--- config.mk ---
export PLATFORM = sky130hd
export DESIGN_NAME = mem_arbiter_flat
export DESIGN_NICKNAME = d
export VERILOG_FILES = /design/src/rtl/mem_arbiter_if.sv /design/src/rtl/mem_arbiter.sv /design/src/flat_wrapper.sv
export SDC_FILE = /design/constraint.sdc
export NUM_CORES = 1
export LEC_CHECK = 0
export BUFFER_PORTS_ARGS = -buffer_cell sky130_fd_sc_hd__buf_4
export CAP_MARGIN = 5
export CORE_UTILIZATION = 30
export CTS_CLUSTER_SIZE = 25
export DETAILED_ROUTE_END_ITERATION = 7
export REMOVE_ABC_BUFFERS = 1
export SYNTH_ARGS = -nofsm -noshare
export SYNTH_HDL_FRONTEND = slang
export SYNTH_SLANG_ARGS = --single-unit
--- constraint.sdc ---
create_clock -name clk -period 2.6 [get_ports clk]
set_input_delay 0.13 -clock clk [delete_from_list [all_inputs] [get_ports clk]]
set_output_delay 0.13 -clock clk [all_outputs]
set_load 0.005 [all_outputs]
--- src/rtl/mem_arbiter_if.sv ---
// Bundle of both master ports plus the memory-side bus of mem_arbiter.
// The slave modport is the arbiter's view; the master modport is everything around it.
interface mem_arbiter_if #(
  parameter int ADDR_WIDTH = 6,
  parameter int DATA_WIDTH = 16
);
  logic                  m0_req;
  logic                  m0_we;
  logic [ADDR_WIDTH-1:0] m0_addr;
  logic [DATA_WIDTH-1:0] m0_wdata;
  logic                  m0_ack;
  logic [DATA_WIDTH-1:0] m0_rdata;

  logic                  m1_req;
  logic                  m1_we;
  logic [ADDR_WIDTH-1:0] m1_addr;
  logic [DATA_WIDTH-1:0] m1_wdata;
  logic                  m1_ack;
  logic [DATA_WIDTH-1:0] m1_rdata;

  logic                  mem_we;
  logic [ADDR_WIDTH-1:0] mem_addr;
  logic [DATA_WIDTH-1:0] mem_data;
  logic [DATA_WIDTH-1:0] mem_in;

  logic                  busy;
  logic                  owner;

  modport slave (
    input  m0_req, m0_we, m0_addr, m0_wdata,
    output m0_ack, m0_rdata,
    input  m1_req, m1_we, m1_addr, m1_wdata,
    output m1_ack, m1_rdata,
    output mem_we, mem_addr, mem_data,
    input  mem_in,
    output busy, owner
  );

  modport master (
    output m0_req, m0_we, m0_addr, m0_wdata,
    input  m0_ack, m0_rdata,
    output m1_req, m1_we, m1_addr, m1_wdata,
    input  m1_ack, m1_rdata,
    input  mem_we, mem_addr, mem_data,
    output mem_in,
    input  busy, owner
  );
endinterface

--- src/rtl/mem_arbiter.sv ---
// Two-port round-robin arbiter in front of a single synchronous-read memory.
// Each transaction takes IDLE -> ACCESS -> RESP, i.e. one access every 3 cycles.
module mem_arbiter #(
  parameter int ADDR_WIDTH = 6,
  parameter int DATA_WIDTH = 16
) (
  input  logic          clk,
  input  logic          rst_n,
  mem_arbiter_if.slave  bus
);

  typedef enum logic [1:0] {
    IDLE   = 2'd0,
    ACCESS = 2'd1,
    RESP   = 2'd2
  } state_t;

  state_t                state_reg;
  state_t                state_next;
  logic                  last_reg;
  logic                  owner_reg;
  logic                  we_reg;
  logic [ADDR_WIDTH-1:0] addr_reg;
  logic [DATA_WIDTH-1:0] data_reg;

  logic                  req_any;
  logic                  winner;
  logic                  accept;

  assign req_any = bus.m0_req | bus.m1_req;
  // On contention the port that did not win last time goes first.
  assign winner  = bus.m1_req & (~bus.m0_req | ~last_reg);
  assign accept  = (state_reg == IDLE) & req_any;

  always_ff @(posedge clk or negedge rst_n) begin
    if (!rst_n) begin
      state_reg <= IDLE;
    end else begin
      state_reg <= state_next;
    end
  end

  always_comb begin
    state_next = state_reg;
    case (state_reg)
      IDLE:    if (req_any) state_next = ACCESS;
      ACCESS:  state_next = RESP;
      RESP:    state_next = IDLE;
      default: state_next = IDLE;
    endcase
  end

  always_ff @(posedge clk or negedge rst_n) begin
    if (!rst_n) begin
      last_reg  <= 1'b1;
      owner_reg <= 1'b0;
      we_reg    <= 1'b0;
      addr_reg  <= '0;
      data_reg  <= '0;
    end else if (accept) begin
      last_reg  <= winner;
      owner_reg <= winner;
      we_reg    <= winner ? bus.m1_we    : bus.m0_we;
      addr_reg  <= winner ? bus.m1_addr  : bus.m0_addr;
      data_reg  <= winner ? bus.m1_wdata : bus.m0_wdata;
    end
  end

  // Read data is the memory output straight through, gated to the acked port.
  always_comb begin
    bus.mem_we   = (state_reg == ACCESS) & we_reg;
    bus.mem_addr = addr_reg;
    bus.mem_data = data_reg;
    bus.busy     = (state_reg != IDLE);
    bus.owner    = owner_reg;
    bus.m0_ack   = (state_reg == RESP) & ~owner_reg;
    bus.m1_ack   = (state_reg == RESP) & owner_reg;
    bus.m0_rdata = bus.m0_ack ? bus.mem_in : '0;
    bus.m1_rdata = bus.m1_ack ? bus.mem_in : '0;
  end

endmodule

--- src/flat_wrapper.sv ---
// flat-port wrapper written by rule: the top's interface ports become plain ports
module mem_arbiter_flat 
#(
  parameter int ADDR_WIDTH = 6,
  parameter int DATA_WIDTH = 16
)
  (clk, rst_n, bus_m0_req, bus_m0_we, bus_m0_addr, bus_m0_wdata, bus_m0_ack, bus_m0_rdata, bus_m1_req, bus_m1_we, bus_m1_addr, bus_m1_wdata, bus_m1_ack, bus_m1_rdata, bus_mem_we, bus_mem_addr, bus_mem_data, bus_mem_in, bus_busy, bus_owner);
  mem_arbiter_if #(.ADDR_WIDTH(ADDR_WIDTH), .DATA_WIDTH(DATA_WIDTH)) bus_i ();
  input  logic clk;
  input  logic rst_n;
  input wire logic [$bits(bus_i.m0_req)-1:0] bus_m0_req;
  input wire logic [$bits(bus_i.m0_we)-1:0] bus_m0_we;
  input wire logic [$bits(bus_i.m0_addr)-1:0] bus_m0_addr;
  input wire logic [$bits(bus_i.m0_wdata)-1:0] bus_m0_wdata;
  output wire logic [$bits(bus_i.m0_ack)-1:0] bus_m0_ack;
  output wire logic [$bits(bus_i.m0_rdata)-1:0] bus_m0_rdata;
  input wire logic [$bits(bus_i.m1_req)-1:0] bus_m1_req;
  input wire logic [$bits(bus_i.m1_we)-1:0] bus_m1_we;
  input wire logic [$bits(bus_i.m1_addr)-1:0] bus_m1_addr;
  input wire logic [$bits(bus_i.m1_wdata)-1:0] bus_m1_wdata;
  output wire logic [$bits(bus_i.m1_ack)-1:0] bus_m1_ack;
  output wire logic [$bits(bus_i.m1_rdata)-1:0] bus_m1_rdata;
  output wire logic [$bits(bus_i.mem_we)-1:0] bus_mem_we;
  output wire logic [$bits(bus_i.mem_addr)-1:0] bus_mem_addr;
  output wire logic [$bits(bus_i.mem_data)-1:0] bus_mem_data;
  input wire logic [$bits(bus_i.mem_in)-1:0] bus_mem_in;
  output wire logic [$bits(bus_i.busy)-1:0] bus_busy;
  output wire logic [$bits(bus_i.owner)-1:0] bus_owner;
  assign bus_i.m0_req = bus_m0_req;
  assign bus_i.m0_we = bus_m0_we;
  assign bus_i.m0_addr = bus_m0_addr;
  assign bus_i.m0_wdata = bus_m0_wdata;
  assign bus_m0_ack = bus_i.m0_ack;
  assign bus_m0_rdata = bus_i.m0_rdata;
  assign bus_i.m1_req = bus_m1_req;
  assign bus_i.m1_we = bus_m1_we;
  assign bus_i.m1_addr = bus_m1_addr;
  assign bus_i.m1_wdata = bus_m1_wdata;
  assign bus_m1_ack = bus_i.m1_ack;
  assign bus_m1_rdata = bus_i.m1_rdata;
  assign bus_mem_we = bus_i.mem_we;
  assign bus_mem_addr = bus_i.mem_addr;
  assign bus_mem_data = bus_i.mem_data;
  assign bus_i.mem_in = bus_mem_in;
  assign bus_busy = bus_i.busy;
  assign bus_owner = bus_i.owner;
  mem_arbiter #(.ADDR_WIDTH(ADDR_WIDTH), .DATA_WIDTH(DATA_WIDTH)) u_core (.clk(clk), .rst_n(rst_n), .bus(bus_i));
endmodule
==> results.md, run 1 <==
- Status: completed
- Power Internal: 0.001621 W
- Setup TNS: 0 ps
- Flop2flop setup slack: ~720 ps
- Final Instance Area: 0.002738 mm2
- Initial antenna violation count: 0
- Chip height: 77.40 um
- IO Port Bufs: 124
- HP Start: bus_m0_wdata[2]
- Core ar.: 0.005507 mm2
- Synth warn: 0
- Clk root buf: clkbuf_8
- Switching power: 0.0006949 W
- Reg2Reg Depth: 4
- Antenna cell count: 0
- Setup WS pre-CTS: 697.0 ps
- CP cell instances: or2_0 > nor2_4 > buf_12 > mux2_2
- H-tree depth: 1
- Max incr delay on CP: 460 ps
- PD cells: 846.1 mW/mm2
- Nets: 317
- CP endpoint kind: flop
- Vias in the first global route: 1,376
- Syn avg cell area: approximately 14 um2
- Unrepaired setup endpoints after global routing: no
- Avg Vias per Cell: between 4 and 5
- Critical Setup Path Class: reg2reg
- Critical Path Slowest Stage Cell: nor2_4
- Setup Viol. Count Final: 0
- Final WS setup: 723.0 ps
- CP delay by family, top: simple AND/OR/NAND/NOR gates
- Clock slew at reported path FFs: around 100 ps
- DR iter-0 viols: 25
- First-pass GRT wire length: 6486 um
- Num Clock Sinks: 27
- Post-CTS setup buffers: 0
- CP Buf/Inv Count: 1
- CP Depth: 4
- Synth top area cells: dfrtp_1 38%, mux2_4 32%, and2_1 12%
- Setup crit start kind: flop
- Worst EP required: 2750 ps
- Total number of vias: 1,402
- Min cycle time layout: ~1900 ps
- Seq cells post-synth: 27
- First-pass DRT Iterations: 4
- CTS Hold Bufs: 1
- Slew Limit Headroom: between 60% and 70%
- Sequential power share: 33.3%
- Skew-Pair Late Insertion Delay: 270 ps
- Post-layout util: roughly half
- Slew @ Worst Pin: 494.8 ps
- Share of layout cells above drive strength 1: 72.00%
- Detail Placement HPWL: about 3300 um
- Crit path DAT: 2030 ps
- Synth unique cells: 18
- CTS tree: built
- Pleak: 1.442 nW
- Clk buf depth: 2
- # IOs: 125
- Largest register FFs: 16
- Combinational Power Share: 56.3%
- Final WL: 4056 um
- Synth-to-layout area growth: 60.53%
- All-Layer GR Usage: 13.45%
- End of the worst register-to-register path: u_core.bus.mem_data[13]$_DFFE_PN0P_
- Post-CTS sizing: 0
- GP Congestion: 0.6813
- CP Max Fanout: 13
- Initial Utilization: 30.97%
- Drt drc: 0
- Synth area leader: dfrtp_1
- Tightest Hold Check Type: in2reg
- Hold Path Depth: 3
- Sequential area share after synthesis: between 30% and 40%
- Clk pwr share: about a tenth
- Yosys top cell area share: 38.15%
- Fmax: 532.8 MHz
- Placed Area: roughly 0.0027 mm2
- Period utilization: 72.19%
- Worst R2R Start: u_core.state_reg[0]$_DFFE_PN0P_
- Hold Crit Endpoint: u_core.bus.mem_data[2]$_DFFE_PN0P_
- Final Hold Violating Endpoints: 0
- Max rail drop VDD: slightly above 0.4 mV
- Largest net degree at the start of global routing: 28
- GRT overflow: 0
- Post-Syn Area: 0.001705 mm2
- Die width: 77.40 um
- Layout Skew: 11.68 ps
- Final Max Slew Viols: 0
- Drt wl/cell: 12.60 um
- Post-route ant nets: 0
- TritonCTS buffer count: 3
- Die area: 0.005990 mm2
- Syn Inst Count: 126
- Net Sw Frac: 30.00%
- Placement row count: 27
- Max-cap violations: 0
[power by group through the flow]
stage	clock, W	sequential (W)	combinational [W]
2_1_floorplan	0	0.000769	0.000667
3_3_place_gp	0	0.000776	0.00132
3_5_place_dp	0	0.000772	0.00133
4_1_cts	0.000249	0.000775	0.00133
5_1_grt	0.000262	0.000804	0.00141
6_report	0.000239	0.000772	0.00131
[cell usage after synthesis]
cell	number
nor3b_1	1
o21ai_0	2
mux2_2	10
a21bo_1	1
o31ai_1	2
dfstp_2	1
nor2_4	1
dfrtp_1	26
buf_2	1
buf_6	3
mux2_4	36
nor2b_1	1
nor2_1	1
and3b_1	1
and2_1	33
or2_0	1
buf_12	2
clkbuf_1	3
[worst max path at each step]
stage / from / to / slack (ps)
CTS: u_core.state_reg[0]$_DFFE_PN0P_ / u_core.bus.mem_data[13]$_DFFE_PN0P_ / 690
floorplan: u_core.last_reg$_DFFE_PN1P_ / u_core.bus.mem_addr[0]$_DFFE_PN0P_ / 570
global placement: u_core.state_reg[0]$_DFFE_PN0P_ / u_core.bus.mem_addr[1]$_DFFE_PN0P_ / 750
detailed placement: u_core.state_reg[0]$_DFFE_PN0P_ / u_core.bus.mem_data[13]$_DFFE_PN0P_ / 700
global route: u_core.state_reg[0]$_DFFE_PN0P_ / u_core.bus.mem_data[15]$_DFFE_PN0P_ / 600
finish: u_core.state_reg[0]$_DFFE_PN0P_ / u_core.bus.mem_data[13]$_DFFE_PN0P_ / 720
[logic make-up (layout without fill, tap and decap cells)]
| logic type | count (synthesis) | in the layout | share of synthesized area, % |
|---|---|---|---|
| flops | 27 | 27 | 39.69 |
| mux | 46 | 46 | 38.30 |
| simple gates | 39 | 39 | 14.67 |
| buf+inv | 9 | 133 | 5.282 |
| compound gates | 5 | 5 | 2.054 |
[worst min-delay path: stages]
cell and delay, ps:
buf_4 80, mux2_4 120, mux2_4 120
[layout make-up]
cell class	instances	area (um2)
Clock buffer	3	41.29
Sequential cell	27	676.9
Timing Repair Buffer	129	983.4
Tap cell	72	90.09
Multi-Input combinational cell	90	938.4
Fill cell	537	2769
Clock inverter	1	7.507
[placed cells by master, fill, tap and decap left out]
| cell type | Yosys | layout |
|---|---|---|
| nor2b_1 | 1 | 1 |
| clkbuf_8 | 0 | 3 |
| or2_0 | 1 | 1 |
| dfstp_2 | 1 | 1 |
| nor2_4 | 1 | 1 |
| nor2_1 | 1 | 1 |
| and3b_1 | 1 | 1 |
| dlygate4sd3_1 | 0 | 1 |
| o21ai_0 | 2 | 2 |
| a21bo_1 | 1 | 1 |
| mux2_4 | 36 | 36 |
| buf_4 | 0 | 127 |
| clkinvlp_4 | 0 | 1 |
| dfrtp_1 | 26 | 26 |
| and2_1 | 33 | 33 |
| o31ai_1 | 2 | 2 |
| mux2_2 | 10 | 10 |
| nor3b_1 | 1 | 1 |
| buf_12 | 2 | 1 |
[stage by stage]
stage	hold WS (ps)	total power, W	cells
after floorplan	-165.6	0.001435	117
after global placement	65.62	0.002092	317
after detailed placement	60.87	0.002104	317
after CTS	198.9	0.002354	322
after global routing	200.1	0.002478	322
final	205.4	0.002316	322
[layer usage]
layer / GRT usage [%] / up-vias / share of wire [%]
li1: - / 673 / -
met1: 17.39 / 629 / 43
met2: 21.86 / 98 / 45
met3: 4.000 / 2 / 11
met4: 3.396 / 0 / 0.42
met5: 0 / - / 0
Note: power is estimated with default switching activity, not from simulation.
==> run 2, diff against run 1 <==
==> constraint.sdc (replaced) <==
create_clock -name clk -period 1.9 [get_ports clk]
set_input_delay 0.095 -clock clk [delete_from_list [all_inputs] [get_ports clk]]
set_output_delay 0.095 -clock clk [all_outputs]
set_load 0.005 [all_outputs]
==> run 2 against run 1 <==
  * Non-clock buffer count stayed put
  * Combinational power is 37% higher
  * Clock power is 36% higher
  * Largest power group unchanged
==> results.md, run 2 (synthesis gave the netlist of run 1 again) <==
- Max rail drop VDD: 0.5284 mV (was 0.4029 mV)
- Avg Vias per Cell: 4.453 (was 4.354)
- Max-cap violations: 0 (unchanged)
- Clk root buf: clkbuf_8 (unchanged)
- Setup Viol. Count Final: 0 (unchanged)
- Placement row count: 27 (unchanged)
- Reg2Reg Depth: 4 (unchanged)
- Skew-Pair Late Insertion Delay: 270 ps (about the same)
- Commonest non-fill, non-tap cell in the layout: buf_4 (unchanged)
- End of the worst register-to-register path: u_core.bus.mem_data[14]$_DFFE_PN0P_ (was u_core.bus.mem_data[13]$_DFFE_PN0P_)
- Flop2flop setup slack: 270 ps (was 720 ps)
- Antenna cell count: 0 (unchanged)
- Initial Utilization: 30.97% (unchanged)
- IO Port Bufs: 124 (unchanged)
- Critical Setup Path Class: reg2reg (unchanged)
- Drt wl/cell: 12.46 um (was 12.60 um)
- Hold Crit Endpoint: u_core.bus.mem_addr[2]$_DFFE_PN0P_ (was u_core.bus.mem_data[2]$_DFFE_PN0P_)
- CP Max Fanout: 25 (was 13)
- Hold Path Depth: 3 (unchanged)
- Crit path DAT: 1790 ps (was 2030 ps)
- First-pass GRT wire length: 6292 um (was 6486 um)
- HP Start: bus_m1_addr[2] (was bus_m0_wdata[2])
- Synth-to-layout area growth: 61.04% (was 60.53%)
- PD cells: 1156 mW/mm2 (was 846.1 mW/mm2)
- Period utilization: 85.75% (was 72.19%)
- Power, Total: 0.003174 W (was 0.002316 W)
- Tightest Hold Check Type: in2reg (unchanged)
- TritonCTS buffer count: 3 (unchanged)
- Die area: 0.005990 mm2 (unchanged)
- Slew Limit Headroom: 71.03% (was 66.94%)
- Final Max Slew Viols: 0 (unchanged)
- Min cycle time layout: 1629 ps (was 1877 ps)
- CP endpoint kind: flop (unchanged)
- # IOs: 125 (unchanged)
- Post-CTS setup buffers: 0 (unchanged)
- H-tree depth: 1 (unchanged)
- Most frequent cells in the layout: 126 x buf_4, 36 x mux2_4, 33 x and2_1 (was 127 x buf_4, 36 x mux2_4, 33 x and2_1)
- Final Hold Violating Endpoints: 0 (unchanged)
- Die width: 77.40 um (unchanged)
- Setup crit start kind: flop (unchanged)
- Drt drc: 0 (unchanged)
- Clock slew at reported path FFs: 90 ps (was 100 ps)
- Initial antenna violation count: 0 (unchanged)
- Nets: 317 (unchanged)
- Slew @ Worst Pin: 434.6 ps (was 494.8 ps)
- Post-route ant nets: 0 (unchanged)
- CTS tree: built (unchanged)
- Status: completed (unchanged)
- Largest net degree at the start of global routing: 28 (unchanged)
- Worst R2R Start: u_core.last_reg$_DFFE_PN1P_ (was u_core.state_reg[0]$_DFFE_PN0P_)
- First-pass DRT Iterations: 4 (unchanged)
- Fmax: 613.8 MHz (was 532.8 MHz)
- Total number of vias: 1,434 (was 1,402)
- Vias in the first global route: 1,339 (was 1,376)
- Layout Skew: 6.152 ps (was 11.68 ps)
- Pleak: 1.448 nW (was 1.442 nW)
- Clk buf depth: 2 (unchanged)
- All-Layer GR Usage: 13.07% (was 13.45%)
- Detail Placement HPWL: 3171 um (was 3330 um)
- Largest register FFs: 16 (unchanged)
- Unrepaired setup endpoints after global routing: no (unchanged)
- Layout fillers: 538 (was 537)
- Core ar.: 0.005507 mm2 (unchanged)
- Chip height: 77.40 um (unchanged)
- Worst EP required: 2060 ps (was 2750 ps)
- DR iter-0 viols: 15 (was 25)
- GP Congestion: 0.6515 (was 0.6813)
- Num Clock Sinks: 27 (unchanged)
- Share of layout cells above drive strength 1: 71.60% (was 72.00%)
- Post-layout util: 49.88% (was 49.72%)
- Final WL: 4013 um (was 4056 um)
- GRT overflow: 0 (unchanged)
[run 2: cell types whose count changed in the layout (fill, tap and decap cells not counted), sizes merged]
cell / change
clkbuf: +1
clkinvlp: -1
[run 2: layout make-up]
cell class,instances,area [um2],share of cell area (%)
repair buffers,129,996.0,36.26
multi-input cells,90,938.4,34.17
flip-flops and latches,27,676.9,24.65
well taps,72,90.09,3.280
clock buffers,4,45.04,1.640
[run 2: worst max path at each step]
stage	from	to	slack, ps	cells past startpoint
final	u_core.last_reg$_DFFE_PN1P_	u_core.bus.mem_data[14]$_DFFE_PN0P_	270	4
after global routing	u_core.state_reg[0]$_DFFE_PN0P_	bus_m1_rdata[1]	200	3
after CTS	u_core.last_reg$_DFFE_PN1P_	u_core.bus.mem_data[14]$_DFFE_PN0P_	270	4
after detailed placement	u_core.last_reg$_DFFE_PN1P_	u_core.bus.mem_data[13]$_DFFE_PN0P_	290	4
after global placement	u_core.last_reg$_DFFE_PN1P_	u_core.bus.mem_addr[0]$_DFFE_PN0P_	310	4
after floorplan	u_core.last_reg$_DFFE_PN1P_	u_core.bus.mem_addr[0]$_DFFE_PN0P_	-130	3
[run 2: what timing repair did]
action                                 CTS  global route
endpoints found under the hold margin   26             0
gates resized for setup                  0             0
hold buffers                             1             0
[run 2: where the power goes]
part	internal, W	total [W]	switching (W)	leakage (nW)
logic	0.00121	0.00179	0.000580	1.11
registers	0.000876	0.00106	0.000182	0.316
clock network	0.000150	0.000326	0.000176	0.0228
[run 2: per-stage QoR]
step                hold WS (ps)  setup TNS (ps)  setup slack, ps  instance area [um2]  cells
floorplan                 -200.6           -1973           -134.0                 1615    117
global placement           37.24               0            311.0                 2691    317
detailed placement         38.11               0            286.3                 2691    317
CTS                        166.7               0            267.0                 2746    322
global route               165.4               0            200.0                 2746    322
finish                     171.3               0            270.7                 2746    322
[run 2: worst max-delay path: stages, from the launching register on]
cell and delay [ps]:
dfstp_2 540, a21bo_1 140, buf_12 210, mux2_2 350, mux2_2 260
[run 2: metal layers]
metal  global-route usage (%)  vias to the layer above  wire [um]
li1                         -                      674          -
met5                        0                        -          0
met4                    3.396                        0         16
met2                    22.30                      100       1835
met1                    15.90                      658       1625
met3                    4.000                        2        535
==> run 3, diff against run 2 <==
--- a/config.mk
+++ b/config.mk
@@ -7,9 +7,10 @@
 export LEC_CHECK = 0
 export BUFFER_PORTS_ARGS = -buffer_cell sky130_fd_sc_hd__buf_4
 export CAP_MARGIN = 5
-export CORE_UTILIZATION = 30
+export CORE_UTILIZATION = 41
 export CTS_CLUSTER_SIZE = 25
 export DETAILED_ROUTE_END_ITERATION = 7
+export PLACE_DENSITY = 0.81
 export REMOVE_ABC_BUFFERS = 1
 export SYNTH_ARGS = -nofsm -noshare
 export SYNTH_HDL_FRONTEND = slang
==> constraint.sdc (replaced) <==
create_clock -name clk -period 1.9 [get_ports clk]
set_input_delay 0.095 -clock clk [delete_from_list [all_inputs] [get_ports clk]]
set_output_delay 0.095 -clock clk [all_outputs]
set_load 0.1 [all_outputs]
==> run 3 against run 2 <==
  * Utilization increased by 18 points
  * First-iteration DRC count rose by 13%
  * Global-route usage rose by 5.1 points
  * Cell count fell by 6.8%
  * Cell area is 0.87% lower
  * Clock skew shrank 2.7 ps
  * Worst setup slack got worse by 150 ps
  * Hold slack improved by 3.2 ps
  * Register-to-register slack got worse by 50 ps
  * Flip-flop and latch count unchanged
  * Routed wire length grew 0.77%
  * Critical path depth is 1 lower
  * Critical path type is now reg2out
==> results.md, run 3 (synthesis gave the netlist of run 1 again) <==
- Status: completed (unchanged)
- HP Start: bus_m0_wdata[12] (was bus_m1_addr[2])
- Die area: 0.004422 mm2 (was 0.005990 mm2)
- Reg2Reg Depth: 4 (unchanged)
- Total number of vias: 1,398 (was 1,434)
- Chip height: 66.50 um (was 77.40 um)
- Slew Limit Headroom: 70.25% (was 71.03%)
- Clk buf depth: 2 (unchanged)
- Unrepaired setup endpoints after global routing: no (unchanged)
- Post-route ant nets: 0 (unchanged)
- Largest register FFs: 16 (unchanged)
- Clk root buf: clkbuf_8 (unchanged)
- Synth-to-layout area growth: 59.65% (was 61.04%)
- Post-CTS sizing: 0 (unchanged)
- Placed Area: 0.002664 mm2 (was 0.002691 mm2)
- Setup TNS: 0 ps (unchanged)
- Hold Crit Endpoint: u_core.bus.mem_data[12]$_DFFE_PN0P_ (was u_core.bus.mem_addr[2]$_DFFE_PN0P_)
- GP Congestion: 0.6815 (was 0.6515)
- Initial Utilization: 42.63% (was 30.97%)
- Setup Viol. Count Final: 0 (unchanged)
- Core ar.: 0.004000 mm2 (was 0.005507 mm2)
- Critical Setup Path Class: reg2out (was reg2reg)
- Worst R2R Start: u_core.state_reg[0]$_DFFE_PN0P_ (was u_core.last_reg$_DFFE_PN1P_)
- Antenna cell count: 0 (unchanged)
- Hold Path Depth: 3 (unchanged)
- Post-CTS setup buffers: 0 (unchanged)
- Setup crit start kind: flop (unchanged)
- Num Clock Sinks: 27 (unchanged)
- Slew @ Worst Pin: 446.2 ps (was 434.6 ps)
- DR iter-0 viols: 17 (was 15)
- Skew-Pair Late Insertion Delay: 270 ps (about the same)
- Largest net degree at the start of global routing: 28 (unchanged)
- Fmax: 561.6 MHz (was 613.8 MHz)
- Initial antenna violation count: 0 (unchanged)
- Final Instance Area: 0.002723 mm2 (was 0.002746 mm2)
- Drt drc: 0 (unchanged)
- First-pass GRT wire length: 6058 um (was 6292 um)
- Layout Skew: 3.489 ps (was 6.152 ps)
- CP Max Fanout: 17 (was 25)
- Detail Placement HPWL: 3225 um (was 3171 um)
- Drt wl/cell: 13.48 um (was 12.46 um)
- Avg Vias per Cell: 4.660 (was 4.453)
- Setup WS pre-CTS: 232.9 ps (was 286.3 ps)
- Worst EP required: 1800 ps (was 2060 ps)
- All-Layer GR Usage: 18.19% (was 13.07%)
- Nets: 317 (unchanged)
- GRT overflow: 0 (unchanged)
- Share of layout cells above drive strength 1: 72.00% (was 71.60%)
- Crit path DAT: 1690 ps (was 1790 ps)
- Worst hold slack: 174.4 ps (was 171.3 ps)
- Die width: 66.50 um (was 77.40 um)
- Vias in the first global route: 1,396 (was 1,339)
- Final WL: 4044 um (was 4013 um)
- Commonest non-fill, non-tap cell in the layout: buf_4 (unchanged)
- Final WS setup: 119.5 ps (was 270.7 ps)
- End of the worst register-to-register path: u_core.bus.mem_data[13]$_DFFE_PN0P_ (was u_core.bus.mem_data[14]$_DFFE_PN0P_)
- First-pass DRT Iterations: 3 (was 4)
- Min cycle time layout: 1780 ps (was 1629 ps)
- IO Port Bufs: 124 (unchanged)
- CTS tree: built (unchanged)
- Clock slew at reported path FFs: 90 ps (about the same)
- H-tree depth: 1 (unchanged)
- Most frequent cells in the layout: 126 x buf_4, 36 x mux2_4, 33 x and2_1 (unchanged)
- # IOs: 125 (unchanged)
- Max-cap violations: 0 (unchanged)
- CP endpoint kind: output port (was flop)
- Period utilization: 93.71% (was 85.75%)
- Final Max Slew Viols: 0 (unchanged)
- Tightest Hold Check Type: in2reg (unchanged)
- TritonCTS buffer count: 3 (unchanged)
- Placement row count: 23 (was 27)
- Flop2flop setup slack: 220 ps (was 270 ps)
- Final Hold Violating Endpoints: 0 (unchanged)
-- run 3: per-stage QoR --
| step | std cells | utilization [%] |
|---|---|---|
| floorplan | 117 | - |
| global route | 300 | 68.06 |
| finish | 300 | 68.06 |
| detailed placement | 295 | 66.59 |
| global placement | 295 | 66.59 |
| CTS | 300 | 68.06 |
-- run 3: final cells by class --
class,count,area [um2]
multi-input combinational,90,938.4
clock buffer,3,41.29
fill,319,1277
tap,50,62.56
sequential,27,676.9
clock inverter,1,7.507
timing repair buffer,129,996.0
-- run 3: critical path: stages (launching register included) --
cell	delay, ps
dfrtp_1	410
and3b_1	500
and2_1	210
buf_4	290
-- run 3: worst max path at each step --
stage | from | to | slack (ps)
5_1_grt | u_core.state_reg[0]$_DFFE_PN0P_ | bus_m1_rdata[4] | 40
6_report | u_core.state_reg[0]$_DFFE_PN0P_ | bus_m1_rdata[4] | 120
3_3_place_gp | u_core.state_reg[0]$_DFFE_PN0P_ | u_core.bus.mem_data[13]$_DFFE_PN0P_ | 300
4_1_cts | u_core.state_reg[0]$_DFFE_PN0P_ | bus_m1_rdata[4] | 110
2_1_floorplan | u_core.bus.owner$_DFFE_PN0P_ | bus_m0_rdata[0] | -2840
3_5_place_dp | u_core.state_reg[0]$_DFFE_PN0P_ | u_core.bus.mem_data[13]$_DFFE_PN0P_ | 230
-- run 3: routing by layer --
| layer | global-route usage, % | share of wire [%] |
|---|---|---|
| met5 | 0 | 0 |
| met4 | 5.585 | 0.67 |
| met3 | 4.452 | 11 |
| met2 | 33.55 | 50 |
| met1 | 20.37 | 38 |
-- run 3: what timing repair did --
item,4_1_cts,5_1_grt
hold buffers,1,0
endpoints found under the setup margin,0,0
endpoints found under the hold margin,26,0
Power of run 3 is not shown: default switching activity piles up to over one toggle a cycle in this logic, so the estimate is an artifact.
